[config.mk]
export PLATFORM = sky130hd
export DESIGN_NAME = fetch_stage
export DESIGN_NICKNAME = d
export VERILOG_FILES = /design/src/rtl/fetch_stage.sv
export SDC_FILE = /design/constraint.sdc
export NUM_CORES = 1
export LEC_CHECK = 0
export BUFFER_PORTS_ARGS = -buffer_cell sky130_fd_sc_hd__buf_2
export CAP_MARGIN = 10
export CORE_UTILIZATION = 40
export CTS_CLUSTER_SIZE = 10
export DETAILED_ROUTE_END_ITERATION = 12
export HOLD_SLACK_MARGIN = 0.12
export PLACE_DENSITY = 0.55
export SLEW_MARGIN = 20
export SYNTH_ARGS = -nofsm -noshare
export SYNTH_HDL_FRONTEND = slang
export SYNTH_SLANG_ARGS = --single-unit
[constraint.sdc]
create_clock -name clk -period 3.2 [get_ports clk]
set_input_delay 0.32 -clock clk [delete_from_list [all_inputs] [get_ports clk]]
set_output_delay 0.32 -clock clk [all_outputs]
set_load 0.005 [all_outputs]
[src/rtl/fetch_stage.sv]
// Instruction fetch stage: issues sequential single-cycle memory reads and buffers
// {pc, instr} pairs in a circular queue for decode, with redirect and credit-based flow control.
module fetch_stage #(
  parameter int unsigned     XLEN     = 32,
  parameter int unsigned     ADDR_W   = 8,
  parameter int unsigned     QDEPTH   = 4,
  parameter logic [XLEN-1:0] RESET_PC = '0
) (
  input  logic              clk,
  input  logic              rst,
  input  logic              redirect_valid,
  input  logic [XLEN-1:0]   redirect_pc,
  output logic              imem_req,
  output logic [ADDR_W-1:0] imem_addr,
  input  logic [XLEN-1:0]   imem_data,
  output logic              out_valid,
  input  logic              out_ready,
  output logic [XLEN-1:0]   out_pc,
  output logic [XLEN-1:0]   out_instr
);

  localparam int unsigned PTR_W = $clog2(QDEPTH);
  localparam int unsigned CNT_W = PTR_W + 1;
  localparam int unsigned CRW   = CNT_W + 1;

  logic [XLEN-1:0]  fetch_pc;
  logic [XLEN-1:0]  req_pc;
  logic             inflight;
  logic [PTR_W-1:0] rd_ptr;
  logic [PTR_W-1:0] wr_ptr;
  logic [CNT_W-1:0] count;
  logic [XLEN-1:0]  q_pc    [QDEPTH];
  logic [XLEN-1:0]  q_instr [QDEPTH];

  logic             pop;
  logic             push;
  logic [CRW-1:0]   credit;
  logic             unused_redirect_lsbs;

  assign unused_redirect_lsbs = ^redirect_pc[1:0];

  assign imem_addr = fetch_pc[ADDR_W-1:0];
  assign out_valid = (count != '0);
  assign out_pc    = q_pc[rd_ptr];
  assign out_instr = q_instr[rd_ptr];

  assign pop  = out_valid && out_ready;
  // A redirect squashes the response arriving this cycle by suppressing its push.
  assign push = inflight && !redirect_valid;

  // Occupancy after this cycle's pop plus the response still owed from last cycle's request.
  always_comb begin
    credit = CRW'(count) - CRW'(pop) + CRW'(inflight);
  end

  assign imem_req = rst && !redirect_valid && (credit < CRW'(QDEPTH));

  always_ff @(posedge clk) begin
    if (!rst) begin
      fetch_pc <= RESET_PC;
      req_pc   <= RESET_PC;
      inflight <= 1'b0;
      rd_ptr   <= '0;
      wr_ptr   <= '0;
      count    <= '0;
    end else begin
      inflight <= imem_req;
      if (imem_req) begin
        req_pc <= fetch_pc;
      end
      if (redirect_valid) begin
        fetch_pc <= {redirect_pc[XLEN-1:2], 2'b00};
        rd_ptr   <= '0;
        wr_ptr   <= '0;
        count    <= '0;
      end else begin
        if (imem_req) begin
          fetch_pc <= fetch_pc + XLEN'(4);
        end
        if (push) begin
          wr_ptr <= wr_ptr + PTR_W'(1);
        end
        if (pop) begin
          rd_ptr <= rd_ptr + PTR_W'(1);
        end
        unique case ({push, pop})
          2'b10:   count <= count + CNT_W'(1);
          2'b01:   count <= count - CNT_W'(1);
          default: count <= count;
        endcase
      end
    end
  end

  always_ff @(posedge clk) begin
    if (rst && push) begin
      q_pc[wr_ptr]    <= req_pc;
      q_instr[wr_ptr] <= imem_data;
    end
  end

  no_push_when_full: assert property (@(posedge clk) disable iff (!rst)
    push |-> (count != CNT_W'(QDEPTH)));

endmodule

==> results of run 1 <==
## registers in the layout (all words and copies together) (netlist names), named ones only
| register | flops |
|---|---|
| fetch_pc | 30 |
| q_instr | 128 |
| q_pc | 120 |
| req_pc | 30 |
| inflight | 1 |
| rd_ptr | 2 |
| count | 3 |
| wr_ptr | 2 |
## logic make-up after synthesis
kind of cell,after synthesis,synth area share (%)
AO/OA/AOI/OAI,116,6.077
XOR/XNOR,18,1.266
adder cells (fa/ha/maj),10,1.065
buffers and inverters,65,2.541
flip-flops,318,71.04
multiplexers,66,11.54
other,1,0.03011
AND/OR/NAND/NOR,157,6.439
## critical path, delay by kind of cell (launching register included)
kind | cells | cell delay [ns]
DFF | 1 | 0.33
AOI/OAI and AO/OA | 2 | 0.45
buffers and inverters | 3 | 0.24
adders and majority gates | 2 | 0.38
and+or+nand+nor | 3 | 0.79
## layout make-up
| cell class | count | share of cell area (%) |
|---|---|---|
| Timing Repair Buffer | 201 | 9.118 |
| Clock buffer | 54 | 6.739 |
| Tap cell | 396 | 3.271 |
| Inverter | 13 | 0.3221 |
| Sequential cell | 318 | 58.46 |
| Multi-Input combinational cell | 371 | 21.85 |
| Clock inverter | 4 | 0.2478 |
## cell usage after synthesis (7+ instances only)
| master | instances | share of area (%) |
|---|---|---|
| sky130_fd_sc_hd__a21boi_0 | 31 | 1.9 |
| sky130_fd_sc_hd__a21oi_1 | 17 | 0.68 |
| sky130_fd_sc_hd__a31oi_1 | 13 | 0.65 |
| sky130_fd_sc_hd__buf_4 | 12 | 0.72 |
| sky130_fd_sc_hd__clkbuf_1 | 28 | 0.84 |
| sky130_fd_sc_hd__dfxtp_1 | 70 | 11 |
| sky130_fd_sc_hd__edfxtp_1 | 248 | 60 |
| sky130_fd_sc_hd__ha_1 | 9 | 0.90 |
| sky130_fd_sc_hd__inv_1 | 13 | 0.39 |
| sky130_fd_sc_hd__mux4_2 | 62 | 11 |
| sky130_fd_sc_hd__nand2_1 | 77 | 2.3 |
| sky130_fd_sc_hd__nand3_1 | 12 | 0.48 |
| sky130_fd_sc_hd__nand4_1 | 8 | 0.40 |
| sky130_fd_sc_hd__nor2_1 | 15 | 0.45 |
| sky130_fd_sc_hd__o21ai_0 | 31 | 1.2 |
| sky130_fd_sc_hd__o31ai_1 | 7 | 0.42 |
| sky130_fd_sc_hd__or4_1 | 8 | 0.48 |
| sky130_fd_sc_hd__xnor2_1 | 10 | 0.70 |
| sky130_fd_sc_hd__xor2_1 | 8 | 0.56 |
## routing by layer
| layer | part of all wire, % | track usage [%] |
|---|---|---|
| met1 | 46 | 22.13 |
| met3 | 5.0 | 3.303 |
| met2 | 47 | 25.73 |
| met4 | 2.5 | 5.685 |
| met5 | 0 | 0 |
## path summary, 6_finish.rpt
kind,start,to,depth (start not counted)
max,count[0],imem_req,10
min,redirect_pc[21],fetch_pc[21],3
max reg2reg,count[0],fetch_pc[27],12
min reg2reg,fetch_pc[12],req_pc[12],2
## stage by stage
stage	util, %	hold WS, ns	setup slack [ns]
floorplan	-	0.4189	0.2628
global placement	44.59	0.4851	0.2157
detailed placement	44.59	0.4894	0.1776
CTS	49.49	0.1255	0.02441
global route	49.53	0.1402	0.05123
finish	49.53	0.1380	0.1621
## power by group
part           switching [mW]  total, mW  internal [mW]
Clock                    1.52       3.72           2.20
Sequential             0.0678       4.56           4.50
Combinational           0.155      0.308          0.153
Total                    1.74       8.59           6.85
## repair_timing
action                                 CTS  global route
resized for setup                        0             4
buffers inserted                         0             1
hold buffers                            44             0
endpoints found under the hold margin  140             0
setup endpoints to repair                0             1
==> impl_summary.md, run 1 <==
Outcome
The run finished with clean final reports.

Timing
Setup repair after global routing left no endpoint under its margin. The clock period minus final worst setup slack is 3.038 ns. The setup TNS is 0 ns.

On the final layout, the worst clock skew is 0.01323 ns. The final number of max-transition violations is 0. The period utilization is 94.93%.

Setup violations remaining at the end of the flow were counted as 0. For the pin with the worst max-slew slack, the measured transition is ~0.57 ns. The hold violation total from the final report was 0. The worst slew margin relative to its limit is 61.70%. The maximum operating frequency is 0.3292 GHz.

Clock network
TritonCTS built the clock tree. The clock latency at the later pin of the worst-skew pair is 0.52 ns. The tree is rooted in a sky130_fd_sc_hd__clkbuf_16. In this run the number of H-tree levels came out at 2. The TritonCTS buffer count is 38.

The number of clock sinks is 318. Clock-pin slew was measured on the worst setup and hold paths at 0.06 ns. The worst-case clock buffer depth is 3.

Global routing
The wire length of the first global-routing pass is 39140 um. The remaining global-route overflow is 0. The initial antenna violation count is 0.

The number of global-route vias before repair is between 6000 and 7000. Global routing consumed, over all layers together, 16.22% of the routing resources. The largest net degree at the start of global routing is 63.

Power
The power density relative to cell area is 567.2 nW/um^2. VDD sags by at most 0.3433 mV. The power consumption is 8.593 mW. The leakage component of the power is approximately 5.2 nW.

Synth
The post-synthesis cell count is 751. The sequential-to-total area share from yosys stat is a little under three quarters. Synthesis instantiated 47 different standard cells from the library.

The most used flip-flop cell after synthesis is sky130_fd_sc_hd__edfxtp_1. After synthesis the netlist holds a flip-flop and latch count of about 320. Counting flops with an async set or reset pin after synthesis yields a share of 0%. The post-synthesis area per instance is 16.59 um^2. The post-synthesis cell area is 12460 um^2. The number of warnings issued by yosys is 0.

In this run, synthesis inferred 248 flip-flops with an integrated enable.

Place
The routability congestion estimate from global placement is slightly above 0.8. Summing all placed instances gives a cell area of 13640 um^2. The wire-length estimate of the detail-placed layout is ~15000 um.

The number of buffers added on ports is between 100 and 150. In this run, placement finished with an instance count of 1254.

Critical path
STA puts the critical path data arrival time at 2.72 ns. The element type at the critical path start is a register. The setup check on the worst reg-to-reg path leaves a slack of 0.19 ns.

For the worst setup path, the data required time is 2.88 ns. STA classifies the critical path endpoint as an output port. In this design, the stage delay of the slowest critical-path cell is about 0.40 ns. Traced cell by cell, the critical path runs through or3_1, and2_4, ha_1, inv_1, ha_1, and3b_4, o21a_2, o21ai_2, inv_2, buf_2.

The highest fanout seen on the critical path is 9. The most numerous cell type found on the critical path is sky130_fd_sc_hd__ha_1. The worst setup path is of the register to output port kind. The slowest library cell on the worst path is sky130_fd_sc_hd__or3_1.

Routing
The first detailed-routing pass ran for 5 iterations. For this run, design rule violations remaining after detail routing come to 0. The total wire length is 25290 um.

The post-detailed-route wirelength per cell is 18.64 um. The routed layout has 7013 vias. Once detail routing completed, the nets flagged for antenna violations numbered 0.

The first routing iteration left 466 violations. Dividing the detail-routed via count by the number of cells gives 5.168.

Floorplan
The number of placement rows is 64. The die outline area is 31850 um^2. The die is 178.5 um tall. The initial core utilization is 40.72%. 142 I/O pins were placed. The width of the chip is 178.5 um. The area of the core is 30590 um^2.

Final layout
The layout overhead on the synthesized area is 21.63%. The ratio of cells with drive above 1 in the final layout is 28.72%. The final non-filler cell total is 1357. The number of fill cells in the layout is 2651.

The final-stage net count is 1021. The sequential cells in the finished layout cover a total of 8856 um^2. The library cell used most frequently in the layout, excluding fill and tap cells, is sky130_fd_sc_hd__edfxtp_1. The finished cells cover 15150 um^2. The library cells used most frequently in the layout, excluding fill and tap cells, are 248 x sky130_fd_sc_hd__edfxtp_1, 135 x sky130_fd_sc_hd__buf_2, 77 x sky130_fd_sc_hd__nand2_1. Summing all multi-input logic gate instances after layout gives around 3300 um^2.

The number of antenna repair diodes is 0.

Hold path
The path type of the worst min-delay path is input port to register.

Job
Max-cap violations in this run came to 0.
No activity file was read; power rests on OpenSTA's default activity.
==> run 2, diff against run 1 <==
- CORE_MARGIN: default -> 5
- CORE_UTILIZATION: 40 -> 30
- PLACE_DENSITY: 0.55 -> 0.44
==> run 2 against run 1 <==
Compared with the run above: combinational power is 5% higher; non-clock buffer count is 19 higher; hold slack better by 0.012 ns; critical path type unchanged; via count is 0.53% higher; sequential share of layout area is 1.6 points lower; first-iteration DRC count is 22% lower; highest routed layer unchanged; register-to-register slack worse by 0.05 ns.
==> impl_summary.md, run 2 (synthesis gave the netlist of run 1 again) <==
Power
The switching portion of total power was 20.12% (-0.17 points). The power density relative to cell area was 572.6 nW/um^2 (+0.95%). The combinational share of power was 3.6% (about the same). The peak supply drop is 0.2597 mV (-24%). The internal power component is 7.122 mW (+4.0%).

The power share of the sequential group is 51.2% (-1.9 points). The clock network fraction of total power is 45.2% (+1.9 points). The leakage component of the power is 5.324 nW (+2.5%). The net switching power was 1.794 mW (+2.9%).

Floorplan
The number of top-level design ports is 142 (unchanged). The area of the core is 40920 um^2 (+34%). The y dimension of the die is 213.8 um (+20%). The die outline area is 45690 um^2 (+43%). The number of placement rows is 74 (+16%). The initial core utilization is 30.44% (-10 points).

The width of the chip was 213.8 um (+20%).

Critical path
The slack of the worst reg-to-reg path was 0.14 ns (-0.05 ns). The required arrival time at the worst endpoint was 2.88 ns (about the same). The highest fanout seen on the critical path is 3 (-6). The worst path arrival time is 2.75 ns (+0.03 ns). The worst flop-to-flop path startpoint is count[2]. The slowest library cell on the worst path is sky130_fd_sc_hd__or3_4. The worst setup path is of the register to output port kind. The cell depth of the worst flop-to-flop path is 11 (-1). The total buffers and inverters traversed by the critical path is 4 (+1). The largest stage delay on the critical path came to 0.38 ns (-0.02 ns). Walking the worst path, the cells encountered are or3_4, and2_4, ha_1, inv_1, ha_1, and3b_4, nor4_4, buf_4, o21ai_2, inv_2, buf_6. The kind of cell with the highest combined delay along the critical path is simple AND/OR/NAND/NOR gates.

The cell repeated most along the worst path is sky130_fd_sc_hd__ha_1. The element type at the critical path start is a register. The reg-to-reg endpoint is fetch_pc[24]. The type of destination of the critical path is an output port.

Final layout
The final non-filler cell total is 1514 (+12%). The layout overhead on the synthesized area is 25.01%. The post-layout utilization of the core came to 38.05% (-11 points).

The most common cell after layout, fill and taps aside is sky130_fd_sc_hd__edfxtp_1. The sequential cell area in the final layout was 8859 um^2 (about the same). The top register by number of flip-flops is q_instr. The ratio of cells with drive above 1 in the final layout is 30.04% (+1.3 points). Leaving out fill and tap cells, the most frequent cells in the layout are 248 x sky130_fd_sc_hd__edfxtp_1, 134 x sky130_fd_sc_hd__buf_2, 77 x sky130_fd_sc_hd__nand2_1. The post-layout instance area is 15570 um^2 (+2.8%). The number of fill cells in the layout is 3837 (+45%). The number of flip-flops in the largest register is 128 (unchanged). The number of antenna repair diodes is 0 (unchanged). The multi-input gate area in the final layout is 3329 um^2 (+0.60%). The final-stage net count was 1041 (+2.0%). The largest registers in the layout are q_instr: 128 flops, q_pc: 120 flops.

Clock network
The worst-case clock buffer depth is 3 (unchanged). The number of clock sinks is 318 (unchanged). The register clock-pin slew on the reported worst setup and hold paths is 0.05 ns (about the same). The TritonCTS buffer count is 39 (+2.6%). The clock latency at the later pin of the worst-skew pair is 0.53 ns (about the same). The clock tree root driver cell is sky130_fd_sc_hd__clkbuf_16.

The number of H-tree levels is 2 (unchanged). The CTS tree is built.

Timing
The actual slew at the worst max-slew pin is 0.5836 ns (+0.01017 ns). The period utilization is 95.80% (+0.86 points). The largest clock skew in the final design is 0.01220 ns (-0.001032 ns). The final number of max-transition violations is 0 (unchanged). The hold violation total from the final report is 0 (unchanged). The clock period minus final worst setup slack is 3.066 ns (+0.02765 ns). The maximum operating frequency was 0.3262 GHz (-0.90%). The total setup violations reported at the end of the flow is 0 (unchanged). The worst path setup slack after routing is 0.1345 ns (-0.02765 ns). The worst slew margin relative to its limit is 61.10% (-0.60 points).

The final-layout worst hold slack is 0.1496 ns (+0.01155 ns).

Hold path
The path type of the worst min-delay path is input port to register. For hold timing, the worst endpoint is fetch_pc[27]. The worst hold path begins at redirect_pc[27]. The number of cells on the worst hold path is 4 (+1).

Routing
The post-detailed-route count of antenna-violating nets is 0 (unchanged). The detailed-routing iteration count for the pre-antenna-repair pass was 4 (-1). The total number of vias came to 7050 (+0.53%). The via-per-instance ratio came to 4.657 (-9.9%). The post-detailed-route wirelength per cell was 19.04 um (+2.2%).

The DRC violation count after routing is 0 (unchanged). The number of DRC violations after detailed-routing iteration 0 is 363 (-22%). The total wire length is 28820 um (+14%).

Place
The number of buffers added on ports is 135 (unchanged). The routability congestion estimate from global placement is 0.7413 (-7.8%). The total placed instance area is 13830 um^2 (+1.4%). The cell total after placement is 1394 (+11%).

The HPWL after detailed placement is 17870 um (+16%). The worst-case setup slack after placement was 0.1493 ns (-0.02826 ns).

Global routing
The wire length of the first global-routing pass is 44140 um (+13%). The initial antenna violation count came to 0 (unchanged). The remaining global-route overflow is 0 (unchanged). The largest net degree at the start of global routing was 64 (+1.6%).

The number of global-route vias before repair is 7357 (+5.7%). The combined global-route utilization of all metal layers is 12.60% (-3.6 points).

Outcome
The run finished with clean final reports.

Job
The total of max-cap violations came to 0 (unchanged).
run 2: changes by cell type in the layout (fill, tap and decap cells not counted), moves of 2 or more:
cell                            before  now
sky130_fd_sc_hd__dfxtp_1            68   66
sky130_fd_sc_hd__inv_6               2    0
sky130_fd_sc_hd__dfxtp_2             0    2
sky130_fd_sc_hd__and3_4              0    4
sky130_fd_sc_hd__buf_12              8    5
sky130_fd_sc_hd__clkbuf_8            1    3
sky130_fd_sc_hd__and3_2              4    0
sky130_fd_sc_hd__buf_4              14   28
sky130_fd_sc_hd__dlygate4sd3_1      44   52
sky130_fd_sc_hd__clkbuf_1           15   13
sky130_fd_sc_hd__clkinv_2            0    2
sky130_fd_sc_hd__clkbuf_16          38   41
run 2: tightest hold or removal path, stage by stage:
cell and delay [ns]:
sky130_fd_sc_hd__buf_2 0.09, sky130_fd_sc_hd__and3_1 0.14, sky130_fd_sc_hd__a31oi_1 0.04, sky130_fd_sc_hd__nand3_1 0.05
run 2: how the worst max path moves through the flow:
stage	startpoint	to	slack [ns]	depth (start not counted)
final	count[2]	imem_req	0.13	11
after detailed placement	count[0]	fetch_pc[23]	0.15	11
after global placement	count[0]	fetch_pc[23]	0.17	11
after CTS	count[1]	imem_req	0.0004	12
after global routing	count[2]	imem_req	-0.002	11
after floorplan	count[0]	fetch_pc[31]	0.26	10
run 2: power by group through the flow:
stage,clock network (mW),logic [mW],registers [mW]
finish,4.03,0.324,4.57
global placement,0,0.273,4.65
detailed placement,0,0.277,4.65
CTS,4.19,0.332,4.56
floorplan,0,0.162,4.62
global route,4.36,0.362,4.57
run 2: cell type report:
| type | count | share of cell area, % |
|---|---|---|
| clock inverters | 3 | 0.2571 |
| repair buffers | 220 | 9.715 |
| flip-flops and latches | 318 | 56.89 |
| well taps | 532 | 4.275 |
| clock buffers | 57 | 7.168 |
| inverters | 13 | 0.3134 |
| multi-input cells | 371 | 21.38 |
run 2: per-layer routing:
layer  vias to the layer above  share of wire, %  track usage, %
met5                         -                 0               0
met4                         0               1.7           3.882
met3                        34               5.4           2.721
met2                       174                46           19.64
met1                      3493                47           17.80
li1                       3349                 -               -
run 2: through the flow:
| step | power (mW) | TNS, ns |
|---|---|---|
| floorplan | 4.781 | 0 |
| global placement | 4.923 | 0 |
| detailed placement | 4.926 | 0 |
| CTS | 9.089 | 0 |
| global route | 9.298 | -0.002146 |
| finish | 8.916 | 0 |
run 2: repair_timing:
action	4_1_cts	5_1_grt
pin swaps	3	2
buffers inserted	6	3
hold buffers	52	0
resized for setup	6	2
setup endpoints to repair	1	1
hold endpoints to repair	148	0
